===== src/rtl/alu_pkg.sv =====
// Shared opcode map, opcode classification and FSM encoding for the ALU arbiter.
package alu_pkg;

   localparam logic [4:0] OP_AND = 5'b00000;
   localparam logic [4:0] OP_EOR = 5'b00001;
   localparam logic [4:0] OP_SUB = 5'b00010;
   localparam logic [4:0] OP_RSB = 5'b00011;
   localparam logic [4:0] OP_ADD = 5'b00100;
   localparam logic [4:0] OP_ADC = 5'b00101;
   localparam logic [4:0] OP_SBC = 5'b00110;
   localparam logic [4:0] OP_RSC = 5'b00111;
   localparam logic [4:0] OP_TST = 5'b01000;
   localparam logic [4:0] OP_TEQ = 5'b01001;
   localparam logic [4:0] OP_CMP = 5'b01010;
   localparam logic [4:0] OP_CMN = 5'b01011;
   localparam logic [4:0] OP_ORR = 5'b01100;
   localparam logic [4:0] OP_MOV = 5'b01101;
   localparam logic [4:0] OP_BIC = 5'b01110;
   localparam logic [4:0] OP_MVN = 5'b01111;
   localparam logic [4:0] OP1    = 5'b10000;
   localparam logic [4:0] OP2    = 5'b10001;
   localparam logic [4:0] OP3    = 5'b10010;
   localparam logic [4:0] OP4    = 5'b10011;
   localparam logic [4:0] OP5    = 5'b10100;
   localparam logic [4:0] OP6    = 5'b10101;
   localparam logic [4:0] OP7    = 5'b10110;
   localparam logic [4:0] OP8    = 5'b11001;
   localparam logic [4:0] OP9    = 5'b11010;

   typedef enum logic {
      ST_IDLE = 1'b0,
      ST_BUSY = 1'b1
   } state_t;

   // TST/TEQ/CMP/CMN: flag-only ops, result is never written back.
   function automatic logic is_test_op(input logic [4:0] op);
      return (op[4:2] == 3'b010);
   endfunction

   function automatic logic is_illegal_op(input logic [4:0] op);
      return (op == 5'b10111) || (op == 5'b11000) || (op >= 5'b11011);
   endfunction

endpackage


===== src/rtl/alu_arbiter_if.sv =====
// Requester, shared-ALU and response signals of the ALU arbiter.
interface alu_arbiter_if;
   logic        req0_valid;
   logic        req0_ready;
   logic [4:0]  req0_op;
   logic [31:0] req0_a;
   logic [31:0] req0_b;
   logic        req0_s;

   logic        req1_valid;
   logic        req1_ready;
   logic [4:0]  req1_op;
   logic [31:0] req1_a;
   logic [31:0] req1_b;

   logic [4:0]  alu_op;
   logic [31:0] alu_a;
   logic [31:0] alu_b;
   logic        alu_cin;
   logic [31:0] alu_r;
   logic        alu_c;
   logic        alu_z;
   logic        alu_v;
   logic        alu_n;

   logic        rsp_valid;
   logic        rsp_id;
   logic [31:0] rsp_r;
   logic        rsp_wr;
   logic        rsp_err;
   logic [3:0]  nzcv;

   // Arbiter side.
   modport slave (
      input  req0_valid, req0_op, req0_a, req0_b, req0_s,
      input  req1_valid, req1_op, req1_a, req1_b,
      input  alu_r, alu_c, alu_z, alu_v, alu_n,
      output req0_ready, req1_ready,
      output alu_op, alu_a, alu_b, alu_cin,
      output rsp_valid, rsp_id, rsp_r, rsp_wr, rsp_err, nzcv
   );

   // Requester / ALU environment side.
   modport master (
      output req0_valid, req0_op, req0_a, req0_b, req0_s,
      output req1_valid, req1_op, req1_a, req1_b,
      output alu_r, alu_c, alu_z, alu_v, alu_n,
      input  req0_ready, req1_ready,
      input  alu_op, alu_a, alu_b, alu_cin,
      input  rsp_valid, rsp_id, rsp_r, rsp_wr, rsp_err, nzcv
   );
endinterface


===== src/rtl/rr_arb2.sv =====
// Two-way round-robin arbiter; the last-granted pointer moves only when a grant is taken.
module rr_arb2 (
   input  logic       clk,
   input  logic       reset,
   input  logic [1:0] req,
   input  logic       advance,
   output logic [1:0] gnt
);

   logic last;

   always_comb begin
      gnt = req;
      if (req == 2'b11)
         gnt = last ? 2'b01 : 2'b10;
   end

   // Resets to 1 so requester 0 wins the first contest.
   always_ff @(posedge clk) begin
      if (reset)
         last <= 1'b1;
      else if (advance)
         last <= gnt[1];
   end

endmodule


===== src/rtl/alu_arbiter.sv =====
// Shares one combinational ALU between a datapath and an address requester, two cycles per op.
module alu_arbiter
   import alu_pkg::*;
(
   input  logic          clk,
   input  logic          reset,
   alu_arbiter_if.slave  bus
);

   state_t      state, state_nxt;
   logic [1:0]  gnt;
   logic        acc0, acc1, accept;
   logic [4:0]  op_q;
   logic [31:0] a_q, b_q;
   logic        id_q, s_q;
   logic        illegal;

   logic        rsp_valid_q, rsp_id_q, rsp_wr_q, rsp_err_q;
   logic [31:0] rsp_r_q;
   logic [3:0]  nzcv_q;

   rr_arb2 u_arb (
      .clk     (clk),
      .reset   (reset),
      .req     ({bus.req1_valid, bus.req0_valid}),
      .advance (accept),
      .gnt     (gnt)
   );

   assign acc0    = (state == ST_IDLE) && !reset && gnt[0];
   assign acc1    = (state == ST_IDLE) && !reset && gnt[1];
   assign accept  = acc0 || acc1;
   assign illegal = is_illegal_op(op_q);

   always_ff @(posedge clk) begin
      if (reset)
         state <= ST_IDLE;
      else
         state <= state_nxt;
   end

   always_comb begin
      state_nxt      = state;
      bus.req0_ready = 1'b0;
      bus.req1_ready = 1'b0;
      bus.alu_op     = '0;
      bus.alu_a      = '0;
      bus.alu_b      = '0;
      bus.alu_cin    = 1'b0;
      case (state)
         ST_IDLE: begin
            bus.req0_ready = acc0;
            bus.req1_ready = acc1;
            if (accept)
               state_nxt = ST_BUSY;
         end
         ST_BUSY: begin
            state_nxt   = ST_IDLE;
            bus.alu_op  = op_q;
            bus.alu_a   = a_q;
            bus.alu_b   = b_q;
            // Carry-in comes from the live flags so a response's C feeds the very next op.
            bus.alu_cin = !id_q && nzcv_q[1];
         end
         default: state_nxt = ST_IDLE;
      endcase
   end

   always_ff @(posedge clk) begin
      if (accept) begin
         op_q <= acc0 ? bus.req0_op : bus.req1_op;
         a_q  <= acc0 ? bus.req0_a  : bus.req1_a;
         b_q  <= acc0 ? bus.req0_b  : bus.req1_b;
         s_q  <= acc0 ? bus.req0_s  : 1'b0;
         id_q <= acc1;
      end
   end

   always_ff @(posedge clk) begin
      if (reset) begin
         rsp_valid_q <= 1'b0;
         rsp_id_q    <= 1'b0;
         rsp_r_q     <= '0;
         rsp_wr_q    <= 1'b0;
         rsp_err_q   <= 1'b0;
         nzcv_q      <= '0;
      end else begin
         rsp_valid_q <= 1'b0;
         if (state == ST_BUSY) begin
            rsp_valid_q <= 1'b1;
            rsp_id_q    <= id_q;
            rsp_err_q   <= illegal;
            rsp_r_q     <= illegal ? 32'd0 : bus.alu_r;
            rsp_wr_q    <= !illegal && !is_test_op(op_q);
            if (!id_q && !illegal && (s_q || is_test_op(op_q)))
               nzcv_q <= {bus.alu_n, bus.alu_z, bus.alu_c, bus.alu_v};
         end
      end
   end

   assign bus.rsp_valid = rsp_valid_q;
   assign bus.rsp_id    = rsp_id_q;
   assign bus.rsp_r     = rsp_r_q;
   assign bus.rsp_wr    = rsp_wr_q;
   assign bus.rsp_err   = rsp_err_q;
   assign bus.nzcv      = nzcv_q;

endmodule


===== src/flat_wrapper.sv =====
// flat-port wrapper written by rule: the top's interface ports become plain ports
module alu_arbiter_flat import alu_pkg::*;
  (clk, reset, bus_req0_valid, bus_req0_op, bus_req0_a, bus_req0_b, bus_req0_s, bus_req1_valid, bus_req1_op, bus_req1_a, bus_req1_b, bus_alu_r, bus_alu_c, bus_alu_z, bus_alu_v, bus_alu_n, bus_req0_ready, bus_req1_ready, bus_alu_op, bus_alu_a, bus_alu_b, bus_alu_cin, bus_rsp_valid, bus_rsp_id, bus_rsp_r, bus_rsp_wr, bus_rsp_err, bus_nzcv);
  alu_arbiter_if bus_i ();
  input  logic clk;
  input  logic reset;
  input wire logic [$bits(bus_i.req0_valid)-1:0] bus_req0_valid;
  input wire logic [$bits(bus_i.req0_op)-1:0] bus_req0_op;
  input wire logic [$bits(bus_i.req0_a)-1:0] bus_req0_a;
  input wire logic [$bits(bus_i.req0_b)-1:0] bus_req0_b;
  input wire logic [$bits(bus_i.req0_s)-1:0] bus_req0_s;
  input wire logic [$bits(bus_i.req1_valid)-1:0] bus_req1_valid;
  input wire logic [$bits(bus_i.req1_op)-1:0] bus_req1_op;
  input wire logic [$bits(bus_i.req1_a)-1:0] bus_req1_a;
  input wire logic [$bits(bus_i.req1_b)-1:0] bus_req1_b;
  input wire logic [$bits(bus_i.alu_r)-1:0] bus_alu_r;
  input wire logic [$bits(bus_i.alu_c)-1:0] bus_alu_c;
  input wire logic [$bits(bus_i.alu_z)-1:0] bus_alu_z;
  input wire logic [$bits(bus_i.alu_v)-1:0] bus_alu_v;
  input wire logic [$bits(bus_i.alu_n)-1:0] bus_alu_n;
  output wire logic [$bits(bus_i.req0_ready)-1:0] bus_req0_ready;
  output wire logic [$bits(bus_i.req1_ready)-1:0] bus_req1_ready;
  output wire logic [$bits(bus_i.alu_op)-1:0] bus_alu_op;
  output wire logic [$bits(bus_i.alu_a)-1:0] bus_alu_a;
  output wire logic [$bits(bus_i.alu_b)-1:0] bus_alu_b;
  output wire logic [$bits(bus_i.alu_cin)-1:0] bus_alu_cin;
  output wire logic [$bits(bus_i.rsp_valid)-1:0] bus_rsp_valid;
  output wire logic [$bits(bus_i.rsp_id)-1:0] bus_rsp_id;
  output wire logic [$bits(bus_i.rsp_r)-1:0] bus_rsp_r;
  output wire logic [$bits(bus_i.rsp_wr)-1:0] bus_rsp_wr;
  output wire logic [$bits(bus_i.rsp_err)-1:0] bus_rsp_err;
  output wire logic [$bits(bus_i.nzcv)-1:0] bus_nzcv;
  assign bus_i.req0_valid = bus_req0_valid;
  assign bus_i.req0_op = bus_req0_op;
  assign bus_i.req0_a = bus_req0_a;
  assign bus_i.req0_b = bus_req0_b;
  assign bus_i.req0_s = bus_req0_s;
  assign bus_i.req1_valid = bus_req1_valid;
  assign bus_i.req1_op = bus_req1_op;
  assign bus_i.req1_a = bus_req1_a;
  assign bus_i.req1_b = bus_req1_b;
  assign bus_i.alu_r = bus_alu_r;
  assign bus_i.alu_c = bus_alu_c;
  assign bus_i.alu_z = bus_alu_z;
  assign bus_i.alu_v = bus_alu_v;
  assign bus_i.alu_n = bus_alu_n;
  assign bus_req0_ready = bus_i.req0_ready;
  assign bus_req1_ready = bus_i.req1_ready;
  assign bus_alu_op = bus_i.alu_op;
  assign bus_alu_a = bus_i.alu_a;
  assign bus_alu_b = bus_i.alu_b;
  assign bus_alu_cin = bus_i.alu_cin;
  assign bus_rsp_valid = bus_i.rsp_valid;
  assign bus_rsp_id = bus_i.rsp_id;
  assign bus_rsp_r = bus_i.rsp_r;
  assign bus_rsp_wr = bus_i.rsp_wr;
  assign bus_rsp_err = bus_i.rsp_err;
  assign bus_nzcv = bus_i.nzcv;
  alu_arbiter u_core (.clk(clk), .reset(reset), .bus(bus_i));
endmodule

===== config.mk =====
export PLATFORM = sky130hd
export DESIGN_NAME = alu_arbiter_flat
export DESIGN_NICKNAME = d
export VERILOG_FILES = /design/src/rtl/alu_pkg.sv /design/src/rtl/alu_arbiter_if.sv /design/src/rtl/rr_arb2.sv /design/src/rtl/alu_arbiter.sv /design/src/flat_wrapper.sv
export SDC_FILE = /design/constraint.sdc
export NUM_CORES = 1
export LEC_CHECK = 0
export ABC_AREA = 1
export BUFFER_PORTS_ARGS = -buffer_cell sky130_fd_sc_hd__buf_2
export CAP_MARGIN = 20
export CORE_MARGIN = 2
export CORE_UTILIZATION = 25
export CTS_CLUSTER_DIAMETER = 200
export CTS_CLUSTER_SIZE = 40
export DETAILED_ROUTE_END_ITERATION = 12
export GPL_ROUTABILITY_DRIVEN = 0
export PLACE_DENSITY_LB_ADDON = 0.25
export SYNTH_ARGS = -nofsm -noshare
export SYNTH_HDL_FRONTEND = slang
export SYNTH_SLANG_ARGS = --single-unit

===== constraint.sdc =====
create_clock -name clk -period 3.4 [get_ports clk]
set_input_delay 0.34 -clock clk [delete_from_list [all_inputs] [get_ports clk]]
set_output_delay 0.34 -clock clk [all_outputs]
set_load 0.005 [all_outputs]

Word level (Yosys, flattened, before mapping)
Index checks and enable logic that the tools add are counted.
{"block": "word_totals", "register_bits": 113, "input_bits": 179, "output_inout_bits": 112, "elab_cells": 50}
{"block": "op_classes", "magnitude_cmp": 1, "n_eq_ne": 4, "muxes": 15, "bitwise_logic": 1, "n_reduce_logical": 16}
{"cell": "2-to-1 mux 32 bit", "count": 5}
{"cell": "== test 5 bit, second input constant", "count": 2}
{"cell": "2-to-1 mux 5 bit", "count": 2}
{"cell": "logical AND 1 bit", "count": 7}
{"cell": ">= comparator 5 bit, second input constant", "count": 1}
{"cell": "2-to-1 mux 1 bit", "count": 5}
{"cell": "logical NOT 1 bit", "count": 4}
{"cell": "logical OR 1 bit", "count": 4}
{"cell": "2-to-1 mux 2 bit", "count": 2}
{"cell": "== test 3 x 2 -> 1 bit, second input constant", "count": 1}
{"cell": "== test 2 bit, second input constant", "count": 1}
{"cell": "one-hot mux 1 bit (2 select lines)", "count": 1}
{"cell": "AND reduction 2 bit", "count": 1}
{"cell": "NOT 1 bit", "count": 1}

Depth between registers and ports, before layout
Gate-level depths: netlist (run 1).
{"block": "logic_depth", "ltp_word": 7, "ltp_mapped": 9, "ltp_nobuf": 8}

By module
Synthesis (run 1) repeated with hierarchy kept, for this count alone.
{"block": "unflattened", "hier_cells": 651, "hier_area_um2": 5128.7}
{"module": "alu_arbiter", "instances": 1, "cells_each": 642, "area_each_um2": 5069.9}
{"module": "rr_arb2", "instances": 1, "cells_each": 9, "area_each_um2": 58.8}

Least setup slack after synthesis (run 1)
OpenSTA, ideal clock, no wires.
{"block": "synth_path", "path_type": "reg2reg", "from": "register u_core.state", "to": "register u_core.a_q[0] (enable)", "setup_time_ns": 0.431, "arrival_time_ns": 2.418, "required_time_ns": 2.969, "setup_slack_ns": 0.551, "path_stages_with_launch": 6, "n_path_buf": 2, "synth_period_minus_slack_ns": 2.849, "cell_sequence": "dfxtp_1 -> buf_6 -> nor2_8 -> nand3_4 -> buf_2 -> nand2_1"}
{"block": "synth_via", "elab_chain_cells": 4, "word_cells_on_any_way": 5, "classes_between": "bitwise (1); reduce/logical (4)"}
{"item": "start, declared", "line": "alu_arbiter.sv:10", "rtl": "state_t state, state_nxt;"}
{"item": "start signal, assigned", "line": "alu_arbiter.sv:39", "rtl": "state <= state_nxt;"}
{"item": "NOT 1 bit *", "line": "alu_arbiter.sv:30, alu_arbiter.sv:31"}
{"item": "logical AND 1 bit *", "line": "alu_arbiter.sv:30, alu_arbiter.sv:31"}
{"item": "logical AND 1 bit, on equally long branches", "line": "alu_arbiter.sv:30, alu_arbiter.sv:31"}
{"item": "logical OR 1 bit *", "line": "alu_arbiter.sv:32", "rtl": "assign accept = acc0 || acc1;"}
{"item": "via u_core.accept", "line": "alu_arbiter.sv:12", "rtl": "logic acc0, acc1, accept;"}
{"item": "end signal, assigned", "line": "alu_arbiter.sv:72", "rtl": "a_q <= acc0 ? bus.req0_a : bus.req1_a;"}
{"item": "end, declared", "line": "alu_arbiter.sv:14", "rtl": "logic [31:0] a_q, b_q;"}
The timed path passes the listed nets; every way through them passes the cells marked *.
A chain may end at the register's enable or synchronous reset.

Final worst setup path (run 1)
{"block": "layout_path", "from": "register u_core.state", "to": "output bus_alu_cin"}
{"block": "layout_via", "elab_chain_cells": 1}
{"item": "2-to-1 mux 1 bit", "line": "alu_arbiter.sv:50", "rtl": "case (state)"}
{"item": "end, declared", "line": "flat_wrapper.sv:26", "rtl": "output wire logic [$bits(bus_i.alu_cin)-1:0] bus_alu_cin;"}
Every way passes these cells.

==> results of run 1 <==
==> power by group <==
part           leakage [nW]  internal, mW  switching, mW
sequential             1.02          1.60         0.0400
clock                 0.303          1.18          0.620
combinational          3.09         0.231          0.327
total                  4.40          3.00          0.987
==> flip-flops by register name, indices dropped and copies added (netlist names) <==
register              flops
u_core.op_q               5
u_core.a_q               32
u_core.bus.nzcv           4
u_core.b_q               32
u_core.id_q               1
u_core.bus.rsp_r         32
u_core.bus.rsp_id         1
u_core.u_arb.last         1
u_core.s_q                1
u_core.bus.rsp_valid      1
u_core.state              1
u_core.bus.rsp_err        1
u_core.bus.rsp_wr         1
==> worst paths after layout <==
check | startpoint | to | slack, ns | cells after the start
worst min register to register | u_core.bus.rsp_r[12] | u_core.bus.rsp_r[12] | 0.44 | 2
worst min-delay path | bus_alu_r[5] | u_core.bus.rsp_r[5] | 0.16 | 3
worst max register to register | u_core.state | u_core.op_q[4] | 1.33 | 6
worst max-delay path | u_core.state | bus_alu_cin | 1.03 | 5
==> layout make-up <==
cell class | instances | area, um^2 | area share
Tap cell | 270 | 337.8 | 0.04526
Antenna cell | 1 | 2.502 | 0.0003352
Clock inverter | 9 | 101.3 | 0.01358
Timing Repair Buffer | 300 | 1539 | 0.2062
Sequential cell | 113 | 2974 | 0.3984
Multi-Input combinational cell | 417 | 1689 | 0.2263
Inverter | 85 | 321.6 | 0.04308
Clock buffer | 23 | 499.2 | 0.06688
==> metal layers <==
| layer | vias up | share of wire |
|---|---|---|
| li1 | 2547 | - |
| met5 | - | 0.00085 |
| met2 | 197 | 0.46 |
| met4 | 2 | 0.013 |
| met1 | 2141 | 0.43 |
| met3 | 13 | 0.095 |
==> synth_stat cells <==
master and n:
buf_1 1, nand3b_1 1, inv_2 3, o21ai_0 2, edfxtp_1 71, buf_2 13
buf_6 2, nor2_2 1, a21oi_4 1, nor2_1 7, buf_8 6, nand3_1 38
dfxtp_1 42, inv_4 1, o21ai_1 1, o211ai_1 1, inv_1 81, nand3_4 1
nor2_8 1, a21oi_1 6, or2_4 1, nand2_1 356, clkbuf_1 10
==> worst min-delay path, cell delays in order <==
cell	delay (ns)
buf_2	0.07
nand3_1	0.06
nand2_1	0.05
==> cells in the final DEF, fill, tap and decap left out, types with 2 or more instances in the layout <==
cell and count:
a21oi_1 6, o21ai_0 2, bufinv_16 2, nand3_1 38, nand2_1 355, edfxtp_1 71
clkbuf_16 18, clkbuf_8 3, nor2_1 7, inv_4 3, dfxtp_1 41, clkbuf_1 2
buf_4 9, clkinv_2 4, inv_1 81, inv_2 3, buf_2 290
==> kinds of logic (layout without fill, tap and decap cells) <==
kind of cell    Yosys count  in the layout  synth area share
compound gates           11             11           0.01325
buf+inv                 117            417            0.1040
flops                   113            113            0.5723
other cells               0              1                 0
simple gates            406            406            0.3105
==> impl_results.md, run 1 <==
* Status: finished, final reports clean
* Initial DRT Pass Iterations at 4
* DRT Wirelength at approximately 15,000 um
* Filler cells at about 2.2k
* Rows at 52
* Top cell type's share of synthesized area at 0.4104
* Mapped Area at 5195 um^2
* Netlist cell types at 23
* H-tree depth at 4
* IO Port Bufs at 290
* Final core occ at 0.3677
* Fin crit period at 2.371 ns
* Placed Instances at between 1k and 1.5k
* Synth top area cells: edfxtp_1, nand2_1, dfxtp_1
* Crit path buf inv count at 3
* Routed vias/inst at between 4 and 5
* Final Hold Fails at 0
* P_leak at between 4 and 5 nW
* Crit-path cells: buf_4 > inv_2 > or2_4 > nor2_1 > buf_2
* Endpoint class of the critical path: output pin
* Synth warn at 0
* WP data required at between 3 and 4 ns
* Post-Place Worst Slack at 1.149 ns
* Clk_lat worst skew at around 0.40 ns
* Grt ovf at 0
* Busiest grt layer: met2
* Maximum clock frequency at approximately 420 MHz
* Endpoints failing setup at 0
* Worst slew pin tran at ~0.74 ns
* Hold_ws at roughly 0.16 ns
* Met2 GRT Util at 0.2412
* VDD IR max at between 0.3 and 0.4 mV
* Largest stage delay on the critical path at between 0.6 and 0.7 ns
* Fraction of layout cells with a size suffix above 1 at 0.3601
* Clock slew at reported path FFs at approximately 0.05 ns
* FF+latch count, synth at around 110
* Max cap viols at 0
* Vias at 4,900
* Die area at 21,950 um^2
* Largest net degree at the start of global routing at between 70 and 80
* Final clock skew at between 0.008 and 0.009 ns
* Final Non-Filler Cells at around 1.2k
* TNS Setup at 0 ns
* Power Density at ~530 nW/um^2
* Period utilization at 0.6975
* DP Area at slightly below 7000 um^2
* Max Buffers Root-to-Sink at 2
* Post-Syn Nets at about 830
* DIE WIDTH at 148.2 um
* Final worst slack at 1.029 ns
* Routed WL per cell at about 13 um
* Vias in the first global route at around 4.8k
* GR Util met1 at 0.1609
* Mapped Avg Cell Area at around 8 um^2
* Final HPWL DP at 11,320 um
* Antenna violations before repair at 2
* Final Cell Area at 7465 um^2
* RSZ-0062 raised after global routing: false
* CTS tree: yes
* Tot Pwr at about 4.0 mW
* Layout area overhead at 43.69%
* Core Region at approximately 20,000 um^2
* Crit-path leading delay family: buffers and inverters
* CP Launch Type: flop
* Worst min path class: in2reg
* WS Path Type: reg2out
* Cells after Synth at ~650
* Slew Limit Fails at 0
* Cell taking the most area after synthesis: edfxtp_1
* PostCTS Resize Cnt at 0
* Relative slew slack at 0.5055
* Hold_buf cts at 0
* Initial Util at 0.2559
* TritonCTS Sinks at between 100 and 150
* DR DRC count at 0
* Register area share after synthesis at 0.5723
* DRT iter0 DRCs at 190
* First-pass GRT wire length at 24,010 um
* Worst EP arrival at between 2 and 2.5 ns
* Slowest-stage cell, CP: buf_4
* Crit-path max FO at 71
* Met3 Use GR at 0.05307
* Total GRT Usage at 0.1406
* Setup bufs post-CTS at 0
* Routed Antenna Nets at 0
* Clock root buffer: clkbuf_16
* # IOs at a little under 300
* TritonCTS Buffers at 17
* Nets at between 1k and 1.5k
* Die Height at about 150 um
(Power assumes the default switching activity.)
==> inputs of run 2 (changes only) <==
--- a/config.mk
+++ b/config.mk
@@ -5,7 +5,7 @@
 export SDC_FILE = /design/constraint.sdc
 export NUM_CORES = 1
 export LEC_CHECK = 0
-export ABC_AREA = 1
+export ABC_AREA = 0
 export BUFFER_PORTS_ARGS = -buffer_cell sky130_fd_sc_hd__buf_2
 export CAP_MARGIN = 20
 export CORE_MARGIN = 2
==> constraint.sdc (replaced) <==
create_clock -name clk -period 2.4 [get_ports clk]
set_input_delay 0.24 -clock clk [delete_from_list [all_inputs] [get_ports clk]]
set_output_delay 0.24 -clock clk [all_outputs]
set_load 0.005 [all_outputs]
==> impl_results.md, run 2 <==
* Initial DRT Pass Iterations at 4 (unchanged)
* Top cell type's share of synthesized area at 0.4139 (+0.003489)
* Mapped Area at 5151 um^2 (-0.84%)
* Max cap viols at 0 (unchanged)
* First-pass GRT wire length at 23,320 um (-2.9%)
* WP data required at 2.16 ns (-0.90 ns)
* Endpoints failing setup at 0 (unchanged)
* Register area at 2977 um^2 (about the same)
* Antenna violations before repair at 0 (-2)
* Number of synthesized flops with an enable pin at 71 (unchanged)
* Worst slew pin tran at 0.7148 ns (-0.02702 ns)
* Core Region at 20,230 um^2 (-0.32%)
* Worst min path class: in2reg
* Layout area overhead at 44.89%
* Final HPWL DP at 10,430 um (-7.9%)
* DR DRC count at 0 (unchanged)
* PostCTS Resize Cnt at 0 (unchanged)
* Fin crit period at approximately 1.9 ns
* Sw power at 1.339 mW (+36%)
* Xor and xnor area share after synthesis at 0.001700 (+0.001700)
* DIE WIDTH at 147.5 um (-0.41%)
* Slew Limit Fails at 0 (unchanged)
* Internal at 4.199 mW (+40%)
* CP Launch Type: flop
* Rows at 52 (unchanged)
* Routed WL per cell at 13.08 um (+3.8%)
* Max Buffers Root-to-Sink at 2 (unchanged)
* Filler cells at 2,110 (-3.4%)
* Crit-path max FO at 23 (-68%)
* Vias at 4,701 (-4.1%)
* TritonCTS Buffers at 17 (unchanged)
* Ys flop type: edfxtp_1
* DP Area at 6875 um^2 (+0.20%)
* CTS tree: yes
* Endpoint class of the critical path: output pin
* TritonCTS Sinks at 113 (unchanged)
* Switching fraction of total power at 0.2418 (-0.005358)
* Final core occ at 0.3688 (+0.001120)
* H-tree depth at 4 (unchanged)
* Synth top area cells: edfxtp_1, dfxtp_1, nand2_1
* Synth Area in Simple Gates at 0.3325 (+0.02207)
* Nets at 1,023 (-8.1%)
* Most frequent cells in the layout: buf_2, nand2_1, edfxtp_1, and2_1, nand2b_1
* P_leak at 3.662 nW (-17%)
* Adder-Cell Fraction of Synth Area at 0 (unchanged)
* Final Hold Fails at 0 (unchanged)
* Fraction of layout cells with a size suffix above 1 at 0.3867 (+0.02660)
* Final worst slack at 0.4931 ns (-0.5354 ns)
* # IOs at 291 (unchanged)
* Total GRT Usage at 0.1366 (-0.003943)
* Synth warn at 0 (unchanged)
* Final Cell Area at 7463 um^2 (about the same)
* Hold_ws at 0.08935 ns (-0.06733 ns)
* Commonest non-fill, non-tap cell in the layout: buf_2
* Final Non-Filler Cells at 1,126 (-7.6%)
* Cell taking the most area after synthesis: edfxtp_1
* Clock slew at reported path FFs at 0.06 ns (about the same)
* RSZ-0062 raised after global routing: false
* Power Density at 742.0 nW/um^2 (+39%)
* Dominant cell by count in the synthesized netlist: nand2_1
* ANT cells at 0 (-1)
* Cells after Synth at 566 (-13%)
* Grt ovf at 0 (unchanged)
* Final clock skew at 0.006830 ns (-0.001354 ns)
* WS Path Type: reg2out
* Combinational Power Share at 0.140 (about the same)
* Seq pwr share at 0.415 (+0.005)
* Period utilization at 0.7945
* Clock share of power at 0.445 (-0.005)
* Worst EP arrival at 1.67 ns (-0.36 ns)
* Status: finished, final reports clean
* Mapped Avg Cell Area at 9.101 um^2 (+13%)
* TNS Setup at 0 ns (unchanged)
* IO Port Bufs at 290 (unchanged)
* DRT iter0 DRCs at 156 (-18%)
* Placed Instances at 1,095 (-7.6%)
* Clock root buffer: clkbuf_16
* Ys async rst share at 0 (unchanged)
* Die Height at 147.5 um (-0.41%)
* Setup bufs post-CTS at 0 (unchanged)
* Hold_buf cts at 0 (unchanged)
* Relative slew slack at 0.5235 (+0.01802)
* Netlist cell types at 24 (+4.3%)
* Mux cell area share after synthesis at 0.01190 (+0.01190)
* Routed vias/inst at 4.175 (+3.8%)
* Maximum clock frequency at ~520 MHz
* Largest net degree at the start of global routing at 141 (+96%)
* Multi-input gate area at 2001 um^2 (+18%)
* Register area share after synthesis at 0.5771 (+0.004865)
* Routed Antenna Nets at 0 (unchanged)
* Die area at 21,770 um^2 (-0.82%)
* Vias in the first global route at 4,666 (-2.1%)
* Post-Place Worst Slack at 0.5564 ns (-0.5922 ns)
* DRT Wirelength at 14,730 um (-4.0%)
* Clk_lat worst skew at 0.41 ns (about the same)
* Most instantiated cells after synthesis: nand2_1, edfxtp_1, and2_1, nand2b_1, dfxtp_1
* FF+latch count, synth at 113 (unchanged)
* Initial Util at 0.2546 (-0.001341)
* VDD IR max at 0.4478 mV (+48%)
* Largest family of logic cells by synthesized area: simple AND/OR/NAND/NOR gates
* Tot Pwr at 5.538 mW (+39%)
* Compound-Gate Fraction of Synth Area at 0.04081 (+0.02756)
* Post-Syn Nets at 745 (-9.8%)
## run 2: cell count changes after synthesis, sizes merged, moves of 8 or more
cell / change
a21oi: +29
nand2: -147
clkbuf: +15
and2: +70
nand2b: +44
inv: -82
buf: -8
## run 2: logic make-up (layout without fill, tap and decap cells)
logic type / Yosys count / after routing
flip-flops: 113 / 113
buffers and inverters: 42 / 332
XOR/XNOR: 1 / 1
AO/OA/AOI/OAI: 40 / 40
multiplexers: 6 / 6
AND/OR/NAND/NOR: 364 / 364
## run 2: per-layer routing
layer | track usage | up-vias | share of wire
met5 | 0 | - | 0
li1 | - | 2385 | -
met2 | 0.2300 | 202 | 0.48
met4 | 0.04808 | 0 | 0.020
met3 | 0.06358 | 17 | 0.10
met1 | 0.1521 | 2097 | 0.40
## run 2: worst paths after layout
| path | start | slack, ns | cells past startpoint | end |
|---|---|---|---|---|
| max | u_core.state | 0.49 | 4 | bus_req0_ready |
| min | bus_req0_a[14] | 0.09 | 3 | u_core.a_q[14] |
| max reg2reg | u_core.op_q[3] | 0.58 | 4 | u_core.bus.nzcv[2] |
| min reg2reg | u_core.bus.rsp_r[22] | 0.47 | 2 | u_core.bus.rsp_r[22] |
## run 2: power by group through the flow
stage | registers (mW) | logic [mW] | clock network, mW
CTS | 2.30 | 0.803 | 2.55
detailed placement | 2.34 | 0.800 | 0
global placement | 2.33 | 0.798 | 0
finish | 2.30 | 0.778 | 2.46
floorplan | 2.34 | 0.402 | 0
global route | 2.31 | 0.891 | 2.62
## run 2: layout make-up
cell class / instances / share of cell area
multi-input cells: 411 / 0.2681
well taps: 270 / 0.04526
inverters: 3 / 0.001509
repair buffers: 298 / 0.2075
flip-flops and latches: 113 / 0.3988
clock buffers: 25 / 0.07376
clock inverters: 6 / 0.005029
## run 2: worst max-delay path: stages (launching register included)
cell and delay [ns]:
dfxtp_4 0.35, nor2_1 0.16, nand3_2 0.19, inv_2 0.37, buf_2 0.19
==> inputs of run 3 (changes only) <==
==> constraint.sdc (replaced) <==
create_clock -name clk -period 1.7 [get_ports clk]
set_input_delay 0.17 -clock clk [delete_from_list [all_inputs] [get_ports clk]]
set_output_delay 0.17 -clock clk [all_outputs]
set_load 0.005 [all_outputs]
==> impl_results.md, run 3 (synthesis gave the netlist of run 2 again) <==
* Status: finished, final reports clean
* CTS tree: yes
* Crit path buf inv count at 3 (+1)
* Tot Pwr at 7.697 mW (+39%)
* DRT Wirelength at 15,520 um (+5.4%)
* Maximum clock frequency at 624.6 MHz
* IO Port Bufs at 290 (unchanged)
* Slowest-stage cell, CP: dfxtp_4
* RSZ-0062 raised after global routing: false
* Final clock skew at 0.006978 ns (+0.0001486 ns)
* Hold_ws at 0.02123 ns (-0.06812 ns)
* First-pass GRT wire length at 24,090 um (+3.3%)
* Crit-path max FO at 13 (-43%)
* TNS Setup at 0 ns (unchanged)
* ANT cells at 0 (unchanged)
* Final Hold Fails at 0 (unchanged)
* VDD IR max at 0.5449 mV (+22%)
* Initial DRT Pass Iterations at 4 (unchanged)
* Power Density at 1017 nW/um^2 (+37%)
* Endpoints failing setup at 0 (unchanged)
* Multi-input gate area at 2007 um^2 (+0.31%)
* Register area at 2978 um^2 (about the same)
* Worst slew pin tran at 0.4709 ns (-0.2438 ns)
* Layout area overhead at 46.93%
* Antenna violations before repair at 1 (+1)
* Nets at 1,030 (+0.68%)
* Endpoint class of the critical path: output pin
* Fin crit period at ~1.6 ns
* TritonCTS Sinks at 113 (unchanged)
* Worst min path class: in2reg
* Worst EP arrival at 1.43 ns (-0.24 ns)
* CP endpoint: bus_req0_ready
* Max Buffers Root-to-Sink at 2 (unchanged)
* DRT iter0 DRCs at 184 (+18%)
* Vias at 4,710 (+0.19%)
* Core Region at 20,230 um^2 (unchanged)
* P_leak at 3.706 nW (+1.2%)
* # IOs at 291 (unchanged)
* Initial Util at 0.2546 (unchanged)
* Filler cells at 2,104 (-0.28%)
* Clock slew at reported path FFs at 0.06 ns (about the same)
* TritonCTS Buffers at 17 (unchanged)
* Clk_lat worst skew at 0.41 ns (about the same)
* Period utilization at 0.9418
* Fraction of layout cells with a size suffix above 1 at 0.3947 (+0.007994)
* Die area at 21,770 um^2 (unchanged)
* Switching fraction of total power at 0.2472 (+0.005401)
* Worst path depth at 5 (+1)
* Vias in the first global route at 4,590 (-1.6%)
* Clock root buffer: clkbuf_16
* FF-to-FF End: u_core.a_q[8]
* CP Launch Type: flop
* Slew Limit Fails at 0 (unchanged)
* Internal at 5.794 mW (+38%)
* Seq pwr share at 0.422 (+0.007)
* Crit-path cells: nor2_2 > nand3_2 > inv_4 > buf_12 > buf_2
* Clock share of power at 0.427 (-0.018)
* Combinational Power Share at 0.152 (+0.012)
* Reg2Reg Depth at 5 (+1)
* Routed Antenna Nets at 0 (unchanged)
* Relative slew slack at 0.6861 (+0.1626)
* Grt ovf at 0 (unchanged)
* Crit-path leading delay family: buffers and inverters
* Largest stage delay on the critical path at 0.37 ns (about the same)
* DP Area at 6927 um^2 (+0.75%)
* Die Height at 147.5 um (unchanged)
* Total GRT Usage at 0.1424 (+0.005742)
* Routed vias/inst at 4.153 (-0.52%)
* Rows at 52 (unchanged)
* Sw power at 1.903 mW (+42%)
* Final Cell Area at 7569 um^2 (+1.4%)
* Worst r2r src: u_core.state
* Routed WL per cell at 13.68 um (+4.6%)
* Final HPWL DP at 10,890 um (+4.4%)
* DR DRC count at 0 (unchanged)
* Worst Setup SP: u_core.state
* WP data required at 1.53 ns (-0.63 ns)
* Most frequent cells in the layout: buf_2, nand2_1, edfxtp_1, and2_1, nand2b_1
* FF-to-FF setup slack at 0.11 ns (-0.47 ns)
* Commonest non-fill, non-tap cell in the layout: buf_2
* Largest net degree at the start of global routing at 71 (-50%)
* Max cap viols at 0 (unchanged)
* H-tree depth at 4 (unchanged)
* DIE WIDTH at 147.5 um (unchanged)
* WS Path Type: reg2out
[run 3: changes by cell type in the layout (fill, tap and decap cells not counted), moves of 2 or more]
cell       before  now
buf_4           5    7
clkbuf_16      21   19
clkbuf_8        1    3
clkinv_2        2    4
[run 3: routing by layer]
layer | share of wire | global-route usage | wire [um] | vias to the layer above
met5 | 0.00084 | 0 | 13 | -
met4 | 0.014 | 0.04423 | 217 | 2
met3 | 0.088 | 0.05741 | 1364 | 15
met2 | 0.48 | 0.2428 | 7392 | 193
met1 | 0.42 | 0.1638 | 6526 | 2097
li1 | - | - | - | 2403
[run 3: cell type report]
type,instances,share of cell area
Timing Repair Buffer,305,0.2219
Tap cell,270,0.04464
Clock buffer,24,0.06646
Inverter,3,0.001818
Multi-Input combinational cell,411,0.2652
Sequential cell,113,0.3935
Clock inverter,8,0.006613
[run 3: through the flow]
step | utilization | setup WS, ns | instances
after floorplan | - | 0.003442 | 566
after global placement | 0.3423 | 0.1013 | 1098
after detailed placement | 0.3423 | 0.1106 | 1098
after CTS | 0.3726 | 0.04305 | 1133
after global routing | 0.3740 | 0.01311 | 1134
final | 0.3740 | 0.09887 | 1134
[run 3: repair_timing]
action | CTS | global route
hold buffers | 1 | 0
gates cloned | 1 | 1
pin swaps | 1 | 0
setup endpoints to repair | 38 | 1
setup buffers | 1 | 0
hold endpoints to repair | 1 | 0
resized for setup | 2 | 2
[run 3: worst min-delay path by stage]
stage	to	slack, ns	start	cells past startpoint
4_1_cts	u_core.b_q[24]	0.0009	bus_req1_b[24]	3
5_1_grt	u_core.bus.nzcv[0]	0.0005	bus_alu_v	3
2_1_floorplan	u_core.bus.nzcv[0]	0.33	bus_alu_v	2
3_5_place_dp	u_core.a_q[22]	0.43	bus_req0_a[22]	3
6_report	u_core.bus.nzcv[0]	0.02	bus_alu_v	3
3_3_place_gp	u_core.a_q[22]	0.43	bus_req0_a[22]	3
[run 3: worst reg2reg max path: cells and delay by family, from the launching register on]
family / cells / cell delay (ns)
buffers and inverters: 1 / 0.23
and+or+nand+nor: 3 / 0.48
AOI/OAI and AO/OA: 1 / 0.17
DFF: 1 / 0.37
[run 3: power groups by stage]
stage,clock network [mW],logic [mW],registers (mW)
2_1_floorplan,0,0.570,3.29
3_3_place_gp,0,1.15,3.29
3_5_place_dp,0,1.15,3.30
4_1_cts,3.41,1.18,3.25
5_1_grt,3.55,1.32,3.27
6_report,3.28,1.17,3.25
